File: src/rtl/adc_spi_config.sv
// Write-only 3-wire SPI master for ADC register programming.
// One 24-bit frame per valid/ready handshake, MSB first.
module adc_spi_config #(
  parameter int CLK_DIV  = 4,
  parameter int CS_SETUP = 2,
  parameter int CS_HOLD  = 2
) (
  input  logic        clk,
  input  logic        reset_n,
  input  logic        req_valid,
  output logic        req_ready,
  input  logic [12:0] req_addr,
  input  logic [7:0]  req_data,
  output logic        busy,
  output logic        done,
  output logic        adc_csbn,
  output logic        adc_sclk,
  output logic        adc_sdio
);

  localparam int M1   = (CLK_DIV > CS_SETUP) ? CLK_DIV : CS_SETUP;
  localparam int MAXC = (M1 > CS_HOLD) ? M1 : CS_HOLD;
  localparam int CW   = (MAXC > 1) ? $clog2(MAXC) : 1;

  localparam logic [CW-1:0] DIV_LD  = CW'(CLK_DIV - 1);
  localparam logic [CW-1:0] SET_LD  = CW'(CS_SETUP - 1);
  localparam logic [CW-1:0] HOLD_LD = CW'(CS_HOLD - 1);

  typedef enum logic [2:0] {
    IDLE,
    SETUP,
    SHIFT,
    HOLD,
    GAP
  } state_t;

  state_t        state_q, state_d;
  logic [CW-1:0] cnt_q, cnt_d;
  logic [4:0]    bit_q, bit_d;
  logic [23:0]   sh_q, sh_d;
  logic          csbn_q, csbn_d;
  logic          sclk_q, sclk_d;
  logic          sdio_q, sdio_d;
  logic          done_q, done_d;
  logic [23:0]   frame;

  // Write command, one data byte, then address and value.
  assign frame     = {3'b000, req_addr, req_data};
  assign req_ready = (state_q == IDLE);
  assign busy      = (state_q != IDLE);
  assign done      = done_q;
  assign adc_csbn  = csbn_q;
  assign adc_sclk  = sclk_q;
  assign adc_sdio  = sdio_q;

  // State, counters and all serial outputs are registered.
  always_ff @(posedge clk or negedge reset_n) begin
    if (!reset_n) begin
      state_q <= IDLE;
      cnt_q   <= '0;
      bit_q   <= '0;
      sh_q    <= '0;
      csbn_q  <= 1'b1;
      sclk_q  <= 1'b0;
      sdio_q  <= 1'b0;
      done_q  <= 1'b0;
    end else begin
      state_q <= state_d;
      cnt_q   <= cnt_d;
      bit_q   <= bit_d;
      sh_q    <= sh_d;
      csbn_q  <= csbn_d;
      sclk_q  <= sclk_d;
      sdio_q  <= sdio_d;
      done_q  <= done_d;
    end
  end

  // Next-state and next-output decode; phase counter reloads per phase.
  always_comb begin
    state_d = state_q;
    cnt_d   = cnt_q;
    bit_d   = bit_q;
    sh_d    = sh_q;
    csbn_d  = csbn_q;
    sclk_d  = sclk_q;
    sdio_d  = sdio_q;
    done_d  = 1'b0;
    unique case (state_q)
      IDLE: begin
        if (req_valid) begin
          state_d = SETUP;
          cnt_d   = SET_LD;
          sh_d    = frame;
          bit_d   = 5'd23;
          csbn_d  = 1'b0;
          sclk_d  = 1'b0;
          sdio_d  = frame[23];
        end
      end
      SETUP: begin
        if (cnt_q == '0) begin
          state_d = SHIFT;
          cnt_d   = DIV_LD;
        end else begin
          cnt_d = cnt_q - CW'(1);
        end
      end
      SHIFT: begin
        if (cnt_q != '0) begin
          cnt_d = cnt_q - CW'(1);
        end else if (!sclk_q) begin
          sclk_d = 1'b1;
          cnt_d  = DIV_LD;
        end else begin
          // Falling edge: present the next bit.
          sclk_d = 1'b0;
          sdio_d = sh_q[22];
          sh_d   = {sh_q[22:0], 1'b0};
          if (bit_q == 5'd0) begin
            state_d = HOLD;
            cnt_d   = HOLD_LD;
          end else begin
            bit_d = bit_q - 5'd1;
            cnt_d = DIV_LD;
          end
        end
      end
      HOLD: begin
        if (cnt_q == '0) begin
          state_d = GAP;
          cnt_d   = DIV_LD;
          csbn_d  = 1'b1;
          sdio_d  = 1'b0;
          done_d  = 1'b1;
        end else begin
          cnt_d = cnt_q - CW'(1);
        end
      end
      GAP: begin
        if (cnt_q == '0) begin
          state_d = IDLE;
        end else begin
          cnt_d = cnt_q - CW'(1);
        end
      end
      default: begin
        state_d = IDLE;
      end
    endcase
  end

endmodule

File: config.mk
export PLATFORM = sky130hd
export DESIGN_NAME = adc_spi_config
export DESIGN_NICKNAME = d
export VERILOG_FILES = /design/src/rtl/adc_spi_config.sv
export SDC_FILE = /design/constraint.sdc
export NUM_CORES = 1
export LEC_CHECK = 0
export CAP_MARGIN = 0
export CORE_MARGIN = 2
export CORE_UTILIZATION = 30
export DETAILED_ROUTE_END_ITERATION = 10
export HOLD_SLACK_MARGIN = 0.05
export PLACE_DENSITY = 0.46
export SYNTH_ARGS = -nofsm -noshare
export SYNTH_HDL_FRONTEND = slang
export SYNTH_SLANG_ARGS = --single-unit
File: constraint.sdc
create_clock -name clk -period 1.9 [get_ports clk]
set_clock_uncertainty 0.15 [all_clocks]
set_input_delay 0.285 -clock clk [delete_from_list [all_inputs] [get_ports clk]]
set_output_delay 0.285 -clock clk [all_outputs]
set_load 0.03 [all_outputs]
Yosys cells after proc, flatten, opt, wreduce, memory -nomap -nowiden --
Cells that the tools add are included. W data, S select, Z words.
Cells by class: mux-type cells 36, equality and inequality tests 13, $add $sub $neg 2, reduce and logical (&&, ||, !) cells 17
Operators with widths (count):
- $mux W23 | 3
- $pmux W23 S2 | 1
- $mux W3 | 7
- $mux W5 | 4
- $ne A2 B2 Y1 const B | 9
- $pmux W3 S5 | 1
- $mux W2 | 6
- $pmux W5 S2 | 1
- $reduce_and A5 Y1 | 2
- $mux W1 | 9
- $reduce_and A3 Y1 | 3
- $pmux W2 S4 | 1
- $reduce_and A7 Y1 | 1
- $eq A3 B2 Y1 const B | 2
- $reduce_bool A2 Y1 | 3
- $reduce_bool A3 Y1 | 2
- $logic_not A5 Y1 | 1
- $sub A5 B1 Y5 const B | 1
- $pmux W1 S2 | 2
- $reduce_and A4 Y1 | 1
- $reduce_bool A4 Y1 | 1
- $eq A3 B1 Y1 const B | 1
- $eq A3 B3 Y1 const B | 1
- $logic_not A3 Y1 | 1
- other kinds (4) | 4
Storage, ports and cells: input port bits 24, output and inout bits 6, flip-flop bits (word level) 37, word-level logic and storage cells 76

Logic depth before layout (Yosys ltp) --
Gate-level depths: netlist of the first run.
depth in word-level cells 5, depth in mapped cells 7, gate-level depth less buffers 6

Worst setup path after synthesis of the first run --
OpenSTA, ideal clock, no wires.
kind register to register, from reg state_q[0], to reg bit_q[3], data required time 1627 ps, setup slack 75 ps, stages on the path, launching flop included 7, library setup time 123 ps, buffers on the path 1, arrival time 1552 ps, clock period less this slack 1825 ps, cell sequence dfrtp_1 buf_6 or3_1 inv_2 and2_4 or2_2 mux2i_1
Between the ends: cells in the longest elaborated chain, start to end 3, elaborated cells on any way between the ends 9, classes of those cells eq/ne (5); mux (1); reduce/logical (3)
RTL lines:
- start: declaration | RTL line 37 | state_t state_q, state_d;
- start signal: assignment | RTL line 68 | state_q <= state_d;
- $logic_not A3 Y1 *
- via req_ready | RTL line 11 | output logic req_ready,
- $ne A2 B2 Y1 (no source line) or $reduce_bool A2 Y1 (tied branches)
- $reduce_and A5 Y1 (no source line)
- end signal: assignment | RTL line 70 | bit_q <= bit_d;
- end: declaration | RTL line 39 | logic [4:0] bit_q, bit_d;
The timed path passes the listed nets; every way through them passes the cells marked *. A chain may end at the register's enable or synchronous reset.

Final worst setup path of the first run --
from reg cnt_q[0], to reg bit_q[2]
Between the ends: cells in the longest elaborated chain, start to end 3
RTL lines:
- start: declaration | RTL line 38 | logic [CW-1:0] cnt_q, cnt_d;
- start signal: assignment | RTL line 69 | cnt_q <= cnt_d;
- $reduce_bool A2 Y1 | RTL line 110 | if (cnt_q != '0) begin
- $ne A2 B2 Y1 (no source line)
- $reduce_and A5 Y1 (no source line)
Every way passes these cells.

==> qor.yml, run 1 <==
grt_usage_pct: 13.0
synthArstFlopShare_pct: 100
worstSetupPathType: "flop to flop"
pre_cts_ws_ps: -15.6
clk_pin_slew_worst_paths_ps: 80
viasPerCell: 4.78
core_sq_um: 5960
first_pass_iters: 6
numPlacedInstances: 294
synth_fa_ha_area_share_pct: 1.35
power.density_nw_per_um2: 1450
io_pins: 30
start_util_pct: 31.1
worstHoldPathType: "flop to flop"
wirelength_mm: 3.89
worst_slack_ps: 76.2
outcome: "completed"
placed_area_sq_um: 2290
rr_startpoint: "cnt_q[0]$_DFFE_PN0P_"
synth_seq_area_share_pct: 50.1
vias: 1448
post-cts-setup-buffer-count: 0
die_w_um: 82.6
fmax_mhz: 548
p_seq_share_pct: 36.6
place.detailed.hpwl_mm: 2.72
worstPathArrival_ps: 1860
p_int_mw: 2.24
synth_xor_area_share_pct: 0.473
fin_nets: 253
grt_pass1_wl_mm: 6.70
drv_slew: 0
synth_top_family_by_area: "simple AND/OR/NAND/NOR gates"
cap_viol_max_count: 0
crit_end: "bit_q[2]$_DFFE_PN0P_"
clockPowerShare_pct: 19.5
synth_nets: 210
reg2reg_slack_ps: 80
crit_start: "cnt_q[0]$_DFFE_PN0P_"
r2r_end: "bit_q[2]$_DFFE_PN0P_"
synth.mux.area_fraction_pct: 12.6
synth_edf_count: 0
ys_types: 40
grt_max_degree: 38
htree_levels: 2
ant_nets: 0
port_buffers: 29
die_area_sq_um: 6820
dieHeight_um: 82.6
synth_compound_area_share_pct: 12.5
p_sw_share_pct: 37.1
synth_warnings: 0
n_fill_cell: 607
cts_max_path_buffers: 2
power.share.combinational_pct: 43.9
cp_max_fo: 7
cts_tree: "built"
reg2regPathDepth: 6
synthSimpleGateAreaFrac_pct: 17.6
drive_gt1_share_pct: 18.4
gr-total-overflow: 0
drt_iter0_drc: 74
crit_path_end_kind: "flop"
p_sw_mw: 1.32
place.gp.congestion: 0.756
critPathRequiredTime_ps: 1930
synth_top_flop_cell: "dfrtp_1"
synth.ff_latch_count: 37
synthCells: 184
final_cell_mix: "dfrtp_1 (36), nand2_1 (31), clkdlybuf4s50_1 (24)"
slew_headroom_pct: 67.7
worst_pin_slew_ps: 485
hold_viol: 0
layout.cells.non_filler: 303
drc: 0
antenna_found_initial: 0
cts_made_buffers: 5
n_antenna_cell: 0
syn_area_sq_um: 1850
fp-row-count: 28
syn_area_per_cell_sq_um: 10.1
finalSetupViolations: 0
timing.final.crit_share_pct: 96.0
p_leak_nw: 1.08
area_delta_synth_final_pct: 32.7
insertion_delay_ps: 290
startpoint_type: "flop"
design_area_sq_um: 2460
peakVddDrop_v: 0.000555
layout_commonest_cell: "dfrtp_1"
grt_pass1_vias: 1498
min_period_ps: 1820
cts_root_buffer: "clkbuf_8"
wire_per_inst_um: 12.8
cts_num_sinks: 37
worst min-delay path by stage:
stage | start | depth (start not counted) | to | slack, ps
final | sh_q[21]$_DFFE_PN0P_ | 2 | sh_q[21]$_DFFE_PN0P_ | 320
after global routing | sh_q[22]$_DFFE_PN0P_ | 2 | sh_q[22]$_DFFE_PN0P_ | 360
after CTS | sh_q[21]$_DFFE_PN0P_ | 2 | sh_q[21]$_DFFE_PN0P_ | 330
after detailed placement | reset_n | 2 | adc_sdio$_DFFE_PN0P_ | 220
after global placement | reset_n | 2 | done$_DFF_PN0_ | 210
after floorplan | reset_n | 0 | adc_sclk$_DFFE_PN0P_ | -160
state kept, by name, indices dropped and copies added (netlist names):
signal    cells
adc_sdio      1
state_q       3
sh_q         23
bit_q         5
done          1
adc_csbn      1
cnt_q         2
adc_sclk      1
critical path: stages, from the launching register on:
cell	delay (ps)
dfrtp_1	370
inv_1	70
ha_1	270
and3_1	240
o21a_2	270
a31o_1	220
a21o_1	150
power by group through the flow:
stage,Sequential (mW),Combinational [mW],Clock (mW)
4_1_cts,1.31,1.54,0.721
2_1_floorplan,1.34,1.05,0
5_1_grt,1.36,1.77,0.758
6_report,1.30,1.56,0.695
3_5_place_dp,1.32,1.55,0
3_3_place_gp,1.31,1.51,0
cell families after synthesis:
group,Yosys count
AND/OR/NAND/NOR,64
adder cells (fa/ha/maj),2
buffers and inverters,18
AO/OA/AOI/OAI,40
multiplexers,22
XOR/XNOR,1
flip-flops,37
synthesized netlist by cell type, drive strengths merged (3+ instances only):
library cell  count  area, sq um
o21ai            26          134
nand3             6         30.0
nand2            31          116
inv               7         26.3
nor2b             3         18.8
nor2              7         26.3
buf               9         66.3
mux2i            21          210
dfrtp            36          901
nor3b             3         33.8
a21oi             4         20.0
metal layers:
metal / track usage [%] / wire length [um] / vias up
li1: - / - / 722
met1: 16.5 / 1780 / 681
met2: 20.6 / 1870 / 37
met3: 3.80 / 166 / 8
met4: 5.74 / 77 / 0
met5: 0 / 0 / -
final cells by class:
type / instances / area (sq um) / share of cell area, %
inverters: 7 / 26.3 / 1.07
flip-flops and latches: 37 / 927 / 37.7
repair buffers: 47 / 429 / 17.5
multi-input cells: 129 / 866 / 35.2
clock buffers: 5 / 68.8 / 2.80
clock inverters: 3 / 46.3 / 1.88
well taps: 75 / 93.8 / 3.82
timing repair:
action                                  CTS  global route
pin swaps                                 3             2
endpoints found under the setup margin    3            13
hold buffers                              1             0
hold endpoints to repair                 36             0
resized for setup                         3            10
per-stage QoR:
step	hold slack (ps)	TNS [ps]	utilization, %	total power [mW]
5_1_grt	365	-4.90	41.3	3.89
2_1_floorplan	-161	0	-	2.39
3_3_place_gp	211	0	38.5	2.82
3_5_place_dp	221	-72.3	38.5	2.86
4_1_cts	327	0	40.6	3.57
6_report	320	0	41.3	3.56
Note: power is estimated with default switching activity, not from simulation.
==> run 2, diff against run 1 <==
CORE_ASPECT_RATIO = 1.1   (was not set)
==> run 2 against run 1 <==
  * Register-to-register slack improved by 90 ps
  * Sequential cell count did not move
  * Critical endpoint is now adc_sclk
  * Combinational power barely moved
  * Largest cell class unchanged
  * Non-clock buffer count rose by 2
  * Critical path type is now flop to output port
  * Critical path depth fell by 5
  * Via count fell by 0.97%
  * First-iteration DRC count did not move
==> qor.yml, run 2 (same netlist as run 1, synthesis figures left out) <==
worstPathArrival_ps: 1410  # -450 ps
p_seq_share_pct: 38.0  # +1.4 points
layout_commonest_cell: "dfrtp_1"
clockPowerShare_pct: 17.5  # -2.0 points
cp_slowest_cell: "clkdlybuf4s50_1"
htree_levels: 2  # unchanged
cts_max_path_buffers: 2  # unchanged
p_int_mw: 2.17  # -2.9%
cts_root_buffer: "clkbuf_8"
hold_viol: 0  # unchanged
crit_buf_inv: 1  # unchanged
crit_path_max_incr_delay_ps: 700  # +330 ps
core_sq_um: 6080  # +2.1%
p_sw_mw: 1.27  # -3.6%
dieHeight_um: 86.4  # +4.6%
port_buffers: 29  # unchanged
vias: 1434  # -0.97%
cp_top_family: "buffers and inverters"
ant_nets: 0  # unchanged
p_leak_nw: 1.08  # -0.13%
drt_iter0_drc: 74  # unchanged
viasPerCell: 4.63  # -3.2%
reg_top3: "sh_q (23), bit_q (5), state_q (3)"
p_sw_share_pct: 37.0  # -0.17 points
placed_area_sq_um: 2320  # +1.1%
crit_end: "adc_sclk"
design_area_sq_um: 2460  # about the same
die_w_um: 78.9  # -4.4%
insertion_delay_ps: 290  # about the same
path_cells: "clkdlybuf4s50_1"
fin_nets: 255  # +0.79%
crit_start: "adc_sclk$_DFFE_PN0P_"
largest-register: "sh_q"
io_pins: 30  # unchanged
drv_slew: 0  # unchanged
die_area_sq_um: 6820  # about the same
final-seq-area_sq_um: 927  # unchanged
start_util_pct: 30.5  # -0.64 points
reg2regPathDepth: 7  # +1
cts_made_buffers: 5  # unchanged
grt_pass1_wl_mm: 6.66  # -0.61%
final_cell_mix: "dfrtp_1 (36), nand2_1 (31), clkdlybuf4s50_1 (25)"
cap_viol_max_count: 0  # unchanged
holdWs_ps: 316  # -3.65 ps
fp-row-count: 30  # +7.1%
drive_gt1_share_pct: 17.8  # -0.59 points
finalSetupViolations: 0  # unchanged
power.density_nw_per_um2: 1400  # -3.1%
grt_max_degree: 23  # -39%
final_core_util_pct: 40.4  # -0.87 points
crit_path_end_kind: "output port"
first_pass_iters: 4  # -2
min_period_ps: 1840  # +18.3 ps
largest_reg_flops: 23  # unchanged
r2r_end: "cnt_q[1]$_DFFE_PN0P_"
wirelength_mm: 3.85  # -0.95%
area_delta_synth_final_pct: 32.6  # about the same
gr-total-overflow: 0  # unchanged
place.gp.congestion: 0.812  # +7.3%
place.detailed.hpwl_mm: 2.82  # +3.6%
worstHoldPathType: "primary input to asynchronous set/reset pin"
worst_pin_slew_ps: 410  # -75.0 ps
drc: 0  # unchanged
rr_startpoint: "bit_q[0]$_DFFE_PN0P_"
peakVddDrop_v: 0.000445  # -20%
critPathRequiredTime_ps: 1460  # -470 ps
grt_pass1_vias: 1458  # -2.7%
antenna_found_initial: 0  # unchanged
wire_per_inst_um: 12.4  # -3.2%
outcome: "completed"
cts_num_sinks: 37  # unchanged
fmax_mhz: 543  # -0.99%
slew_headroom_pct: 72.7  # +5.0 points
cp.depth: 1  # -5
startpoint_type: "flop"
cp_max_fo: 5  # -2
power.share.combinational_pct: 44.6  # +0.7 points
n_fill_cell: 641  # +5.6%
fin_tns_setup_ps: 0  # unchanged
clk_pin_slew_worst_paths_ps: 70  # about the same
reg2reg_slack_ps: 170  # +90 ps
worstSetupPathType: "flop to output port"
cts_tree: "built"
timing.final.crit_share_pct: 97.0  # +0.96 points
n_antenna_cell: 0  # unchanged
multi_input_area_sq_um: 847  # -2.2%
grt_usage_pct: 12.7  # -0.37 points
-- run 2: cell types whose count changed in the layout (fill, tap and decap cells not counted), sizes merged --
cell           before  now
clkdlybuf4s50      24   25
clkinvlp            1    0
clkbuf              6    8
bufinv              1    0
dlymetal6s2s        1    0
buf                19   21
-- run 2: cell type report --
cell class | instances | share of cell area [%]
sequential | 37 | 37.7
clock inverter | 1 | 0.204
timing repair buffer | 49 | 18.5
clock buffer | 7 | 3.92
tap | 80 | 4.08
multi-input combinational | 129 | 34.5
inverter | 7 | 1.07
-- run 2: per-layer routing --
metal	GRT usage [%]	part of all wire [%]	vias up
met4	5.64	1.2	0
li1	-	-	724
met2	19.9	48	26
met1	16.0	46	680
met5	0	0	-
met3	4.06	4.5	4
-- run 2: how the worst min path moves through the flow --
stage	from	to	slack (ps)
2_1_floorplan	reset_n	adc_sclk$_DFFE_PN0P_	-160
3_3_place_gp	reset_n	sh_q[0]$_DFFE_PN0P_	90
3_5_place_dp	reset_n	sh_q[0]$_DFFE_PN0P_	90
4_1_cts	sh_q[22]$_DFFE_PN0P_	sh_q[22]$_DFFE_PN0P_	330
5_1_grt	sh_q[21]$_DFFE_PN0P_	sh_q[21]$_DFFE_PN0P_	330
6_report	reset_n	sh_q[8]$_DFFE_PN0P_	320
-- run 2: what timing repair did --
| action | in CTS | in global routing |
|---|---|---|
| hold buffers | 1 | 0 |
| endpoints found under the hold margin | 16 | 0 |
| resized for setup | 2 | 6 |
| buffers inserted | 0 | 1 |
| pin swaps | 0 | 1 |
| endpoints found under the setup margin | 2 | 9 |
-- run 2: per-stage QoR --
stage	cells	power, mW	setup WS (ps)
after CTS	309	3.47	10.2
after floorplan	184	2.39	75.1
final	310	3.45	57.9
after detailed placement	300	2.88	27.2
after global placement	300	2.84	51.3
after global routing	310	3.76	-4.02
-- run 2: worst register-to-register path, stage by stage, from the launching register on --
cell and delay (ps):
dfrtp_1 380, inv_1 80, ha_1 200, or3b_4 410, nor3_4 130, buf_4 130
nand3b_1 90, a21oi_1 60
-- run 2: power groups by stage --
stage          logic, mW  clock network, mW  registers, mW
2_1_floorplan       1.05                  0           1.34
3_3_place_gp        1.52                  0           1.31
3_5_place_dp        1.55                  0           1.32
4_1_cts             1.54              0.624           1.31
5_1_grt             1.74              0.670           1.35
6_report            1.54              0.602           1.31
